### src/rtl/fetch_unit_if.sv
// Fetch-stage bus: instruction-memory handshake plus the decode/execute hand-off.
// The fetch unit is the master; memory and execute logic sit on the slave side.
interface fetch_unit_if #(
    parameter int XLEN = 32
);
    logic            imem_req;
    logic [XLEN-1:0] imem_addr;
    logic            imem_ready;
    logic [31:0]     imem_rdata;
    logic [31:0]     inst;
    logic            inst_valid;
    logic            inst_ack;
    logic            is_jal;
    logic            is_jalr;
    logic            branch_taken;
    logic [XLEN-1:0] imm;
    logic [XLEN-1:0] rs1_data;
    logic            halt_req;
    logic [XLEN-1:0] current_pc;
    logic [XLEN-1:0] pc_plus4;
    logic            is_halted;

    modport master (
        output imem_req, imem_addr, inst, inst_valid, current_pc, pc_plus4, is_halted,
        input  imem_ready, imem_rdata, inst_ack, is_jal, is_jalr, branch_taken,
               imm, rs1_data, halt_req
    );

    modport slave (
        input  imem_req, imem_addr, inst, inst_valid, current_pc, pc_plus4, is_halted,
        output imem_ready, imem_rdata, inst_ack, is_jal, is_jalr, branch_taken,
               imm, rs1_data, halt_req
    );
endinterface

### src/rtl/fetch_unit.sv
// RV32I instruction-fetch stage: owns the PC, fetches over a stallable req/ready
// handshake, holds the word for execute, and steers the PC on acknowledge.
module fetch_unit #(
    parameter int              XLEN     = 32,
    parameter logic [XLEN-1:0] RESET_PC = '0
) (
    input  logic       clk,
    input  logic       reset,
    fetch_unit_if.master bus
);
    localparam logic [31:0] NOP = 32'h0000_0013;

    typedef enum logic [1:0] {
        REQ,
        ISSUE,
        HALTED
    } state_t;

    state_t          state;
    logic [XLEN-1:0] pc;
    logic [XLEN-1:0] pc_plus4;
    logic [XLEN-1:0] next_pc;
    logic [31:0]     inst;
    logic            req_q;
    logic            valid_q;
    logic            halted_q;

    assign pc_plus4 = pc + XLEN'(4);

    always_comb begin
        // NOTE: default assigned first so every path drives next_pc and no latch is inferred.
        next_pc = pc_plus4;
        if (bus.is_jalr) begin
            next_pc = (bus.rs1_data + bus.imm) & ~XLEN'(1);
        end else if (bus.is_jal || bus.branch_taken) begin
            next_pc = pc + bus.imm;
        end
    end

    // NOTE: state registers use non-blocking assignments so every flop samples pre-edge values.
    always_ff @(posedge clk or posedge reset) begin
        if (reset) begin
            state    <= REQ;
            pc       <= RESET_PC;
            inst     <= NOP;
            req_q    <= 1'b1;
            valid_q  <= 1'b0;
            halted_q <= 1'b0;
        end else begin
            case (state)
                REQ: begin
                    if (bus.imem_ready) begin
                        inst    <= bus.imem_rdata;
                        state   <= ISSUE;
                        req_q   <= 1'b0;
                        valid_q <= 1'b1;
                    end
                end
                ISSUE: begin
                    if (bus.inst_ack) begin
                        valid_q <= 1'b0;
                        // A halting ECALL freezes pc so current_pc still names it.
                        if (bus.halt_req) begin
                            state    <= HALTED;
                            halted_q <= 1'b1;
                        end else begin
                            pc    <= next_pc;
                            state <= REQ;
                            req_q <= 1'b1;
                        end
                    end
                end
                HALTED: begin
                    state <= HALTED;
                end
                default: begin
                    state   <= REQ;
                    req_q   <= 1'b1;
                    valid_q <= 1'b0;
                end
            endcase
        end
    end

    assign bus.imem_req   = req_q;
    assign bus.imem_addr  = pc;
    assign bus.inst       = inst;
    assign bus.inst_valid = valid_q;
    assign bus.current_pc = pc;
    assign bus.pc_plus4   = pc_plus4;
    assign bus.is_halted  = halted_q;
endmodule

### src/flat_wrapper.sv
// flat-port wrapper written by rule: the top's interface ports become plain ports
module fetch_unit_flat 
#(
    parameter int              XLEN     = 32,
    parameter logic [XLEN-1:0] RESET_PC = '0
)
  (clk, reset, bus_imem_req, bus_imem_addr, bus_inst, bus_inst_valid, bus_current_pc, bus_pc_plus4, bus_is_halted, bus_imem_ready, bus_imem_rdata, bus_inst_ack, bus_is_jal, bus_is_jalr, bus_branch_taken, bus_imm, bus_rs1_data, bus_halt_req);
  fetch_unit_if #(.XLEN(XLEN)) bus_i ();
  input  logic clk;
  input  logic reset;
  output wire logic [$bits(bus_i.imem_req)-1:0] bus_imem_req;
  output wire logic [$bits(bus_i.imem_addr)-1:0] bus_imem_addr;
  output wire logic [$bits(bus_i.inst)-1:0] bus_inst;
  output wire logic [$bits(bus_i.inst_valid)-1:0] bus_inst_valid;
  output wire logic [$bits(bus_i.current_pc)-1:0] bus_current_pc;
  output wire logic [$bits(bus_i.pc_plus4)-1:0] bus_pc_plus4;
  output wire logic [$bits(bus_i.is_halted)-1:0] bus_is_halted;
  input wire logic [$bits(bus_i.imem_ready)-1:0] bus_imem_ready;
  input wire logic [$bits(bus_i.imem_rdata)-1:0] bus_imem_rdata;
  input wire logic [$bits(bus_i.inst_ack)-1:0] bus_inst_ack;
  input wire logic [$bits(bus_i.is_jal)-1:0] bus_is_jal;
  input wire logic [$bits(bus_i.is_jalr)-1:0] bus_is_jalr;
  input wire logic [$bits(bus_i.branch_taken)-1:0] bus_branch_taken;
  input wire logic [$bits(bus_i.imm)-1:0] bus_imm;
  input wire logic [$bits(bus_i.rs1_data)-1:0] bus_rs1_data;
  input wire logic [$bits(bus_i.halt_req)-1:0] bus_halt_req;
  assign bus_imem_req = bus_i.imem_req;
  assign bus_imem_addr = bus_i.imem_addr;
  assign bus_inst = bus_i.inst;
  assign bus_inst_valid = bus_i.inst_valid;
  assign bus_current_pc = bus_i.current_pc;
  assign bus_pc_plus4 = bus_i.pc_plus4;
  assign bus_is_halted = bus_i.is_halted;
  assign bus_i.imem_ready = bus_imem_ready;
  assign bus_i.imem_rdata = bus_imem_rdata;
  assign bus_i.inst_ack = bus_inst_ack;
  assign bus_i.is_jal = bus_is_jal;
  assign bus_i.is_jalr = bus_is_jalr;
  assign bus_i.branch_taken = bus_branch_taken;
  assign bus_i.imm = bus_imm;
  assign bus_i.rs1_data = bus_rs1_data;
  assign bus_i.halt_req = bus_halt_req;
  fetch_unit #(.XLEN(XLEN), .RESET_PC(RESET_PC)) u_core (.clk(clk), .reset(reset), .bus(bus_i));
endmodule
### config.mk
export PLATFORM = sky130hd
export DESIGN_NAME = fetch_unit_flat
export DESIGN_NICKNAME = d
export VERILOG_FILES = /design/src/rtl/fetch_unit_if.sv /design/src/rtl/fetch_unit.sv /design/src/flat_wrapper.sv
export SDC_FILE = /design/constraint.sdc
export NUM_CORES = 1
export LEC_CHECK = 0
export CORE_MARGIN = 5
export CORE_UTILIZATION = 51
export DETAILED_ROUTE_END_ITERATION = 7
export PLACE_DENSITY = 0.88
export SYNTH_ARGS = -nofsm -noshare
export SYNTH_HDL_FRONTEND = slang
export SYNTH_SLANG_ARGS = --single-unit
### constraint.sdc
create_clock -name clk -period 6.7 [get_ports clk]
set_input_delay 1.005 -clock clk [delete_from_list [all_inputs] [get_ports clk]]
set_output_delay 1.005 -clock clk [all_outputs]
set_load 0.005 [all_outputs]
==> flow_summary.json, run 1 <==
{
  "drc": 0,
  "wl_per_cell_um": 18.91,
  "ys_seq_area_frac": 0.2459,
  "gp_congestion": 0.9556,
  "synth-edff-count": 0,
  "drive_gt1_frac": 0.06877,
  "cts_root_buf": "clkbuf_16",
  "p_int_mw": 2.249,
  "initial_core_util": 0.5134,
  "synth_area_per_cell_um2": 8.228,
  "grt_pass1_vias": 7337,
  "post_cts.repair.setup_buffers": 0,
  "core_um2": 13720,
  "path_class": "reg2out",
  "synth_ff_type": "dfrtp_1",
  "grt_overflow": 0,
  "track_usage": 0.2807,
  "dr.pass1.iters": 5,
  "cts_made_buffers": 9,
  "dr_total_vias": 7372,
  "status": "finished clean",
  "cp-end-kind": "output port",
  "hold_viol": 0,
  "setup_viol": 0,
  "worstMarginPinSlew_ns": 0.9179,
  "routed_wl_mm": 23.21,
  "power.leakage_nw": 4.091,
  "ir_worst_vdd_uv": 179.1,
  "synthDistinctLibCells": 68,
  "tritoncts": "built",
  "finalPower_mw": 3.761,
  "worstPathRequired_ns": 5.69,
  "hold_depth": 1,
  "hold_path.class": "reg2reg",
  "grt_first_pass_wirelength_mm": 37.12,
  "syn_inst": 856,
  "fin_crit_sh": 0.6785,
  "path_max_fanout": 6,
  "antenna_found_initial": 0,
  "final_util": 0.6978,
  "r2r_cells": 10,
  "grt_max_degree": 70,
  "p_sw_frac": 0.4022,
  "slew_headroom": 0.3881,
  "period_minus_slack_ns": 4.546,
  "p_per_area_nw_per_um2": 392.9,
  "fmax_mhz": 220.0,
  "fin_nets": 1210,
  "async_flop_share": 1.000,
  "io_buffers": 234,
  "die_w_um": 127.5,
  "fp.dieH_um": 127.5,
  "numClockSinks": 69,
  "syn_area_um2": 7043,
  "syn_nets": 1024,
  "cts_hold_buf": 0,
  "p_clk_frac": 0.128,
  "syn_to_final_growth_pct": 35.92,
  "dieArea_um2": 16260,
  "rsz0062_at_grt": "no",
  "maxCapViolCount": 0,
  "io_pins": 235,
  "yosys.area.top_type": "dfrtp_1",
  "startpoint_type": "flop",
  "comb_power_share": 0.630,
  "cts_resized": 0,
  "dp.cells": 1211,
  "ys_seq_elements": 69,
  "vias_per_cell": 6.008,
  "instances_no_fill": 1227,
  "slowest_stage": "dfrtp_1",
  "p_sw_mw": 1.513,
  "fin_tns_setup_ns": 0,
  "rows": 43,
  "final_max_slew_viol_count": 0,
  "p_seq_frac": 0.242,
  "slowest_delay_ns": 0.56,
  "arrival_ns": 3.54,
  "synth_area_leaders": "dfrtp_1 23%, ha_1 11%, a21oi_1 5.5%, mux2_2 5.4%, xnor2_1 5.0%",
  "clk_latency_ns": 0.34,
  "clock_skew_ns": 0.01018,
  "diodes": 0,
  "clk_pin_slew_ns": 0.06,
  "yosys_warnings": 0,
  "synth_common_cells": "81 x nand2_1, 77 x a21oi_1, 68 x nor2_1",
  "h-tree-depth": 3,
  "dr.first_iter.drc_count": 577,
  "path_cells": "ha_1 > and2_1 > and3_1 > nand2_1 > nor2_1 > and4_1 > and3_1 > xor2_1 > clkdlybuf4s50_1",
  "cp_common_cell": "and3_1",
  "dp_hpwl_mm": 17.76,
  "synth_top_cell_area_share": 0.2309,
  "clockBufferDepth": 2,
  "ant_nets": 0,
  "n_fill_cell": 1089,
  "yosysMostFrequentCell": "nand2_1"
}
==> worst paths after layout <==
check / from / end / slack [ns]
min in group asynchronous: reset / u_core.bus.inst[18] / 1.27
worst max-delay path: u_core.bus.current_pc[3] / bus_pc_plus4[30] / 2.15
max in group asynchronous: reset / u_core.bus.current_pc[30] / 4.84
worst min register to register: u_core.bus.is_halted / u_core.bus.is_halted / 0.47
worst min-delay path: u_core.bus.is_halted / u_core.bus.is_halted / 0.47
worst max register to register: u_core.bus.current_pc[1] / u_core.bus.current_pc[31] / 3.06
==> cells by family after synthesis <==
kind of cell	count (synthesis)	synth area share
xor+xnor	72	0.08954
compound gates	263	0.2379
simple gates	261	0.1800
buf+inv	84	0.06360
fa+ha+maj	64	0.1158
flops	69	0.2459
mux	43	0.06733
==> final cells by class <==
cell class | count | area (µm²) | share of cell area
multi-input cells | 703 | 4868 | 0.5086
repair buffers | 240 | 2382 | 0.2489
flip-flops and latches | 69 | 1732 | 0.1809
clock buffers | 12 | 246.5 | 0.02575
well taps | 180 | 225.2 | 0.02353
inverters | 19 | 71.32 | 0.007450
clock inverters | 4 | 47.55 | 0.004967
==> metrics by stage <==
| stage | hold slack, ns | cell area [µm²] | setup WS (ns) |
|---|---|---|---|
| 5_1_grt | 0.4851 | 9573 | 2.034 |
| 3_5_place_dp | 0.4588 | 9279 | 2.035 |
| 2_1_floorplan | 0.4590 | 7043 | 3.039 |
| 6_report | 0.4711 | 9573 | 2.154 |
| 4_1_cts | 0.4754 | 9573 | 2.225 |
| 3_3_place_gp | 0.4495 | 9279 | 2.169 |
==> cell usage in the layout, fill, tap and decap left out, types with 3 or more instances in the layout <==
master           count
a221oi_1             7
o31ai_1              7
nor2b_1              6
a221o_1              3
o21ai_1              6
a31oi_1             12
o21ai_0             52
nand2b_1             7
nand4_1             10
nor2_1              66
and3_1              14
buf_4                6
mux2i_1              8
dfrtp_1             65
a211o_1              5
mux2_2              34
dfstp_2              4
and2_1               7
a21o_1              27
xnor2_1             40
clkdlybuf4s50_1    233
nor4_1               5
o31a_1               3
clkbuf_16            9
a22oi_1              5
ha_1                62
nand2_1             81
nand3_1             25
nor3_1              13
o21bai_1            11
inv_1               18
a211oi_1            21
o211ai_1             3
a311oi_1             3
o22ai_1              4
or2_2                4
xor2_1              32
and4_1               4
a21oi_1             77
==> power by group through the flow <==
stage          clock network [mW]  logic, mW  registers, mW
2_1_floorplan                   0       1.36          0.849
3_3_place_gp                    0       2.31          0.899
3_5_place_dp                    0       2.34          0.914
4_1_cts                     0.487       2.36          0.909
5_1_grt                     0.507       2.58          0.953
6_report                    0.481       2.37          0.911
==> critical path, delay by kind of cell, from the launching register on <==
| kind | cells | cell delay [ns] |
|---|---|---|
| simple gates | 6 | 1.72 |
| fa+ha+maj | 1 | 0.25 |
| flops | 1 | 0.56 |
| xor+xnor | 1 | 0.17 |
| buf+inv | 1 | 0.52 |
==> registers in the layout, summed over array words and instances (netlist names) <==
signal,count
u_core.state,2
u_core.bus.inst,32
u_core.bus.current_pc,32
u_core.bus.is_halted,1
u_core.bus.inst_valid,1
u_core.bus.imem_req,1
==> layer usage <==
metal / wire length (µm) / share of wire / GRT usage
met1: 9809 / 0.42 / 0.3730
met2: 10610 / 0.46 / 0.4497
met3: 2047 / 0.088 / 0.04724
met4: 735 / 0.032 / 0.1237
met5: 0 / 0 / 0
No activity file was read; power rests on OpenSTA's default activity.
==> run 2: changes to the inputs <==
Settings changed: CORE_UTILIZATION 51 to 43, PLACE_DENSITY 0.88 to 0.79.
Clock period 6.7 ns to 3.8 ns, I/O delays scaled along.
==> run 2 against run 1 <==
  * Clock power grew 80%
  * Routed wire length rose by 5.8%
  * Flip-flop and latch count unchanged
  * Global-route usage fell by 2.5 points
  * Via count grew 4.4%
  * Design area increased by 6.7%
  * Power rose by 83%
  * Die area rose by 17%
  * Non-clock buffer count increased by 74
  * Count of clock-buffer cells in the layout shrank 1
  * Sequential power grew 76%
  * Critical endpoint is now u_core.bus.current_pc[18]
  * Largest cell class unchanged
  * Largest power group unchanged
  * Highest routed layer unchanged
==> flow_summary.json, run 2 (same netlist as run 1, synthesis figures left out) <==
{
  "fin_nets": 1284,
  "slew_headroom": 0.5223,
  "track_usage": 0.2554,
  "arrival_ns": 3.89,
  "h-tree-depth": 3,
  "grt_first_pass_wirelength_mm": 38.44,
  "antenna_found_initial": 0,
  "r2r_cells": 10,
  "gp_congestion": 0.9140,
  "whs_ns": 0.4811,
  "dr.first_iter.drc_count": 549,
  "layout_common_cells": "233 x clkdlybuf4s50_1, 81 x nand2_1, 79 x buf_4",
  "crit_buf_inv": 4,
  "instances_no_fill": 1337,
  "rsz0062_at_grt": "no",
  "finalPower_mw": 6.898,
  "crit_cells": 14,
  "min-delay-start": "u_core.bus.is_halted",
  "grt_pass1_vias": 7477,
  "diodes": 0,
  "path_class": "in2reg",
  "clk_latency_ns": 0.34,
  "grt-busiest-layer": "met2",
  "dpl_cell_area_um2": 9892,
  "worstPathRequired_ns": 4.03,
  "power.leakage_nw": 4.449,
  "ant_nets": 0,
  "p_per_area_nw_per_um2": 675.1,
  "dr_total_vias": 7694,
  "startpoint_type": "input port",
  "fmax_mhz": 273.6,
  "final_common_cell": "clkdlybuf4s50_1",
  "maxCapViolCount": 0,
  "hold_path.class": "reg2reg",
  "tritoncts": "built",
  "clock_skew_ns": 0.009873,
  "final_util": 0.6386,
  "dp_hpwl_mm": 19.51,
  "clk_pin_slew_ns": 0.06,
  "dieArea_um2": 19040,
  "cts_root_buf": "clkbuf_16",
  "fp.dieH_um": 138.0,
  "hold_viol": 0,
  "routed_wl_mm": 24.55,
  "use_met2": 0.4260,
  "use_met1": 0.3278,
  "cp_common_cell": "buf_4",
  "hold_depth": 1,
  "path_max_fanout": 3,
  "fin_crit_sh": 0.9620,
  "reg2reg_from": "u_core.bus.current_pc[8]",
  "syn_to_final_growth_pct": 45.07,
  "path_cells": "clkdlybuf4s50_1 > buf_4 > fa_1 > a21o_1 > a311oi_1 > or2_1 > a211oi_1 > buf_4 > buf_4 > nor3_1 > o21bai_1 > a31oi_1 > xnor2_1 > a221o_1",
  "dp.cells": 1321,
  "numClockSinks": 69,
  "path_delay_family": "compound AO/OA/AOI/OAI gates",
  "startpoint": "bus_imm[1]",
  "die_w_um": 138.0,
  "period_minus_slack_ns": 3.655,
  "wl_per_cell_um": 18.36,
  "io_pins": 235,
  "dr.pass1.iters": 7,
  "cts_hold_buf": 0,
  "use_met3": 0.06132,
  "cp-end-kind": "flop",
  "io_buffers": 234,
  "worstMarginPinSlew_ns": 0.7158,
  "post_cts.repair.setup_buffers": 0,
  "rows": 46,
  "final_max_slew_viol_count": 0,
  "grt_max_degree": 55,
  "clockBufferDepth": 2,
  "status": "finished clean",
  "setup_viol": 0,
  "core_um2": 16000,
  "slowest_stage": "clkdlybuf4s50_1",
  "cts_made_buffers": 9,
  "initial_core_util": 0.4402,
  "drive_gt1_frac": 0.1383,
  "grt_overflow": 0,
  "vias_per_cell": 5.755,
  "slowest_delay_ns": 0.45,
  "ir_worst_vdd_uv": 319.0,
  "drc": 0,
  "stdcell_area_um2": 10220
}
run 2: layout make-up:
type | count | area, µm²
clock buffer | 11 | 242.7
clock inverter | 5 | 60.06
fill | 1373 | 5783
inverter | 19 | 71.32
multi-input combinational | 703 | 4886
sequential | 69 | 1737
tap | 216 | 270.3
timing repair buffer | 314 | 2950
run 2: timing repair:
action / in CTS / in global routing
endpoints found under the setup margin: 0 / 5
gates resized for setup: 0 / 9
endpoints found under the hold margin: 0 / 0
run 2: worst paths after layout:
kind	endpoint	slack [ns]
hold / removal	u_core.bus.is_halted	0.48
hold reg to reg	u_core.bus.is_halted	0.48
setup reg to reg	u_core.bus.current_pc[31]	0.49
setup / recovery	u_core.bus.current_pc[18]	0.14
min in group asynchronous	u_core.bus.inst[29]	0.62
max in group asynchronous	u_core.bus.inst[0]	2.47
run 2: per-layer routing:
| metal | routed length, µm | share of wire | vias up |
|---|---|---|---|
| met4 | 529 | 0.022 | 0 |
| li1 | - | - | 3650 |
| met1 | 10240 | 0.42 | 3617 |
| met5 | 0 | 0 | - |
| met3 | 2440 | 0.099 | 43 |
| met2 | 11340 | 0.46 | 384 |
run 2: report_power, final:
part | switching, mW | internal, mW
logic | 1.90 | 2.52
registers | 0.495 | 1.11
clock network | 0.341 | 0.526
run 2: through the flow:
step	setup slack [ns]	setup TNS [ns]
2_1_floorplan	0.5736	0
3_3_place_gp	-0.1562	-0.3499
3_5_place_dp	-0.2579	-0.7408
4_1_cts	0.01826	0
5_1_grt	0.003383	0
6_report	0.1445	0
run 2: worst register-to-register path, cell delays in order (launching register included):
cell and delay [ns]:
dfrtp_1 0.47, ha_1 0.40, and3_1 0.24, and3_1 0.17
nand2_1 0.07, a211oi_1 0.35, nor3_2 0.11, o31ai_2 0.36
o31ai_1 0.16, mux2_1 0.33, or4b_1 0.51
==> run 3: changes to the inputs <==
Settings changed: CORE_UTILIZATION 43 to 32, PLACE_DENSITY 0.79 to not set.
==> run 3 against run 2 <==
  * Sequential power about the same
  * Global-route usage down 5.5 points
  * Count of clock-buffer cells in the layout decreased by 1
  * Critical path depth is 2 lower
  * Via count down 1.4%
  * Critical path type unchanged
  * Largest power group unchanged
==> flow_summary.json, run 3 (same netlist as run 1, synthesis figures left out) <==
{
  "slew_headroom": 0.5402,
  "grt_max_degree": 55,
  "slowest_stage": "or4b_1",
  "fin_nets": 1295,
  "ir_worst_vdd_uv": 296.8,
  "layout_common_cells": "233 x clkdlybuf4s50_1, 91 x buf_4, 81 x nand2_1",
  "dieArea_um2": 25080,
  "dp.cells": 1396,
  "cp_common_cell": "o21ai_1",
  "fp.dieH_um": 158.4,
  "fmax_mhz": 273.4,
  "final_max_slew_viol_count": 0,
  "diodes": 0,
  "startpoint_type": "input port",
  "antenna_found_initial": 0,
  "p_per_area_nw_per_um2": 678.1,
  "period_minus_slack_ns": 3.658,
  "drc": 0,
  "grt_overflow": 0,
  "dr.first_iter.drc_count": 456,
  "dr.pass1.iters": 5,
  "io_pins": 235,
  "slowest_delay_ns": 0.51,
  "clockBufferDepth": 2,
  "crit_buf_inv": 2,
  "finalPower_mw": 7.066,
  "multiInputGateArea_um2": 4936,
  "hold_path.class": "reg2reg",
  "seq_area_um2": 1734,
  "fin_crit_sh": 0.9626,
  "ant_nets": 0,
  "cts_hold_buf": 0,
  "worst_hold_path.endpoint": "u_core.bus.is_halted",
  "hold_viol": 0,
  "clk_latency_ns": 0.34,
  "path_delay_family": "compound AO/OA/AOI/OAI gates",
  "worstPathRequired_ns": 4.02,
  "worstMarginPinSlew_ns": 0.6855,
  "dpl_worst_slack_ns": -0.4025,
  "power.leakage_nw": 4.517,
  "vias_per_cell": 5.371,
  "dr_total_vias": 7584,
  "h-tree-depth": 3,
  "cts_made_buffers": 9,
  "grt_pass1_vias": 7349,
  "setup_viol": 0,
  "cts_root_buf": "clkbuf_16",
  "path_class": "in2reg",
  "drive_gt1_frac": 0.1537,
  "status": "finished clean",
  "track_usage": 0.2000,
  "rows": 54,
  "grt_first_pass_wirelength_mm": 39.48,
  "setup_slack_ns": 0.1423,
  "clock_skew_ns": 0.009358,
  "n_fill_cell": 2117,
  "arrival_ns": 3.88,
  "reg2reg_to": "u_core.bus.current_pc[30]",
  "min-delay-start": "u_core.bus.is_halted",
  "clk_pin_slew_ns": 0.07,
  "rrSetupSlack_ns": 0.43,
  "initial_core_util": 0.3237,
  "r2r_cells": 12,
  "instances_no_fill": 1412,
  "syn_to_final_growth_pct": 47.97,
  "final_util": 0.4790,
  "final_common_cell": "clkdlybuf4s50_1",
  "maxCapViolCount": 0,
  "tritoncts": "built",
  "numClockSinks": 69,
  "die_w_um": 158.4,
  "hold_depth": 1,
  "core_um2": 21760,
  "fin_tns_setup_ns": 0,
  "gp_congestion": 0.8772,
  "path_max_fanout": 4,
  "routed_wl_mm": 26.14,
  "dp_hpwl_mm": 20.96,
  "io_buffers": 234,
  "path_cells": "clkdlybuf4s50_1 > ha_1 > nand2_1 > nor4_2 > o21ai_1 > a211oi_2 > o21ai_1 > buf_4 > a41o_1 > o211ai_1 > nor2_1 > or4b_1",
  "wl_per_cell_um": 18.51,
  "cp-end-kind": "flop",
  "reg2reg_from": "u_core.bus.current_pc[0]"
}
==> run 3: cell types whose count changed in the layout (fill, tap and decap cells not counted), sizes merged <==
cell | previous run | this run
clkinvlp | 4 | 3
buf | 81 | 92
clkbuf | 11 | 10
inv | 19 | 21
==> run 3: metrics by stage <==
step | instance area (µm²) | hold WS, ns
detailed placement | 10040 | 0.4555
global route | 10420 | 0.4907
CTS | 10360 | 0.4692
floorplan | 7043 | 0.4590
finish | 10420 | 0.4659
global placement | 10040 | 0.4497
==> run 3: how the worst max path moves through the flow <==
stage	slack, ns	from	endpoint	cells past startpoint
2_1_floorplan	0.57	bus_imm[12]	u_core.bus.current_pc[31]	10
3_3_place_gp	-0.35	bus_imm[8]	u_core.bus.current_pc[31]	12
3_5_place_dp	-0.40	bus_imm[8]	u_core.bus.current_pc[31]	12
4_1_cts	0.02	bus_imm[1]	u_core.bus.current_pc[31]	11
5_1_grt	-0.02	u_core.bus.current_pc[10]	bus_pc_plus4[28]	8
6_report	0.14	bus_imm[8]	u_core.bus.current_pc[31]	12
==> run 3: where the power goes <==
part | total (mW) | switching [mW] | internal (mW)
Sequential | 1.58 | 0.477 | 1.10
Combinational | 4.58 | 1.98 | 2.59
Clock | 0.907 | 0.376 | 0.532
==> run 3: cell type report <==
cell class / count / share of cell area
clock buffer: 10 / 0.02293
clock inverter: 6 / 0.006724
inverter: 19 / 0.006844
multi-input combinational: 703 / 0.4736
sequential: 69 / 0.1664
tap: 280 / 0.03362
timing repair buffer: 325 / 0.2898
==> run 3: routing by layer <==
metal,routed length (µm),track usage
met2,11890,0.3330
met3,2283,0.03833
met1,11600,0.2698
met4,360,0.04549
met5,0,0
==> run 3: what timing repair did <==
item                       CTS  global route
gates resized for setup      3            14
setup endpoints to repair    3             6
buffers inserted             0             0
pin swaps                    0             1
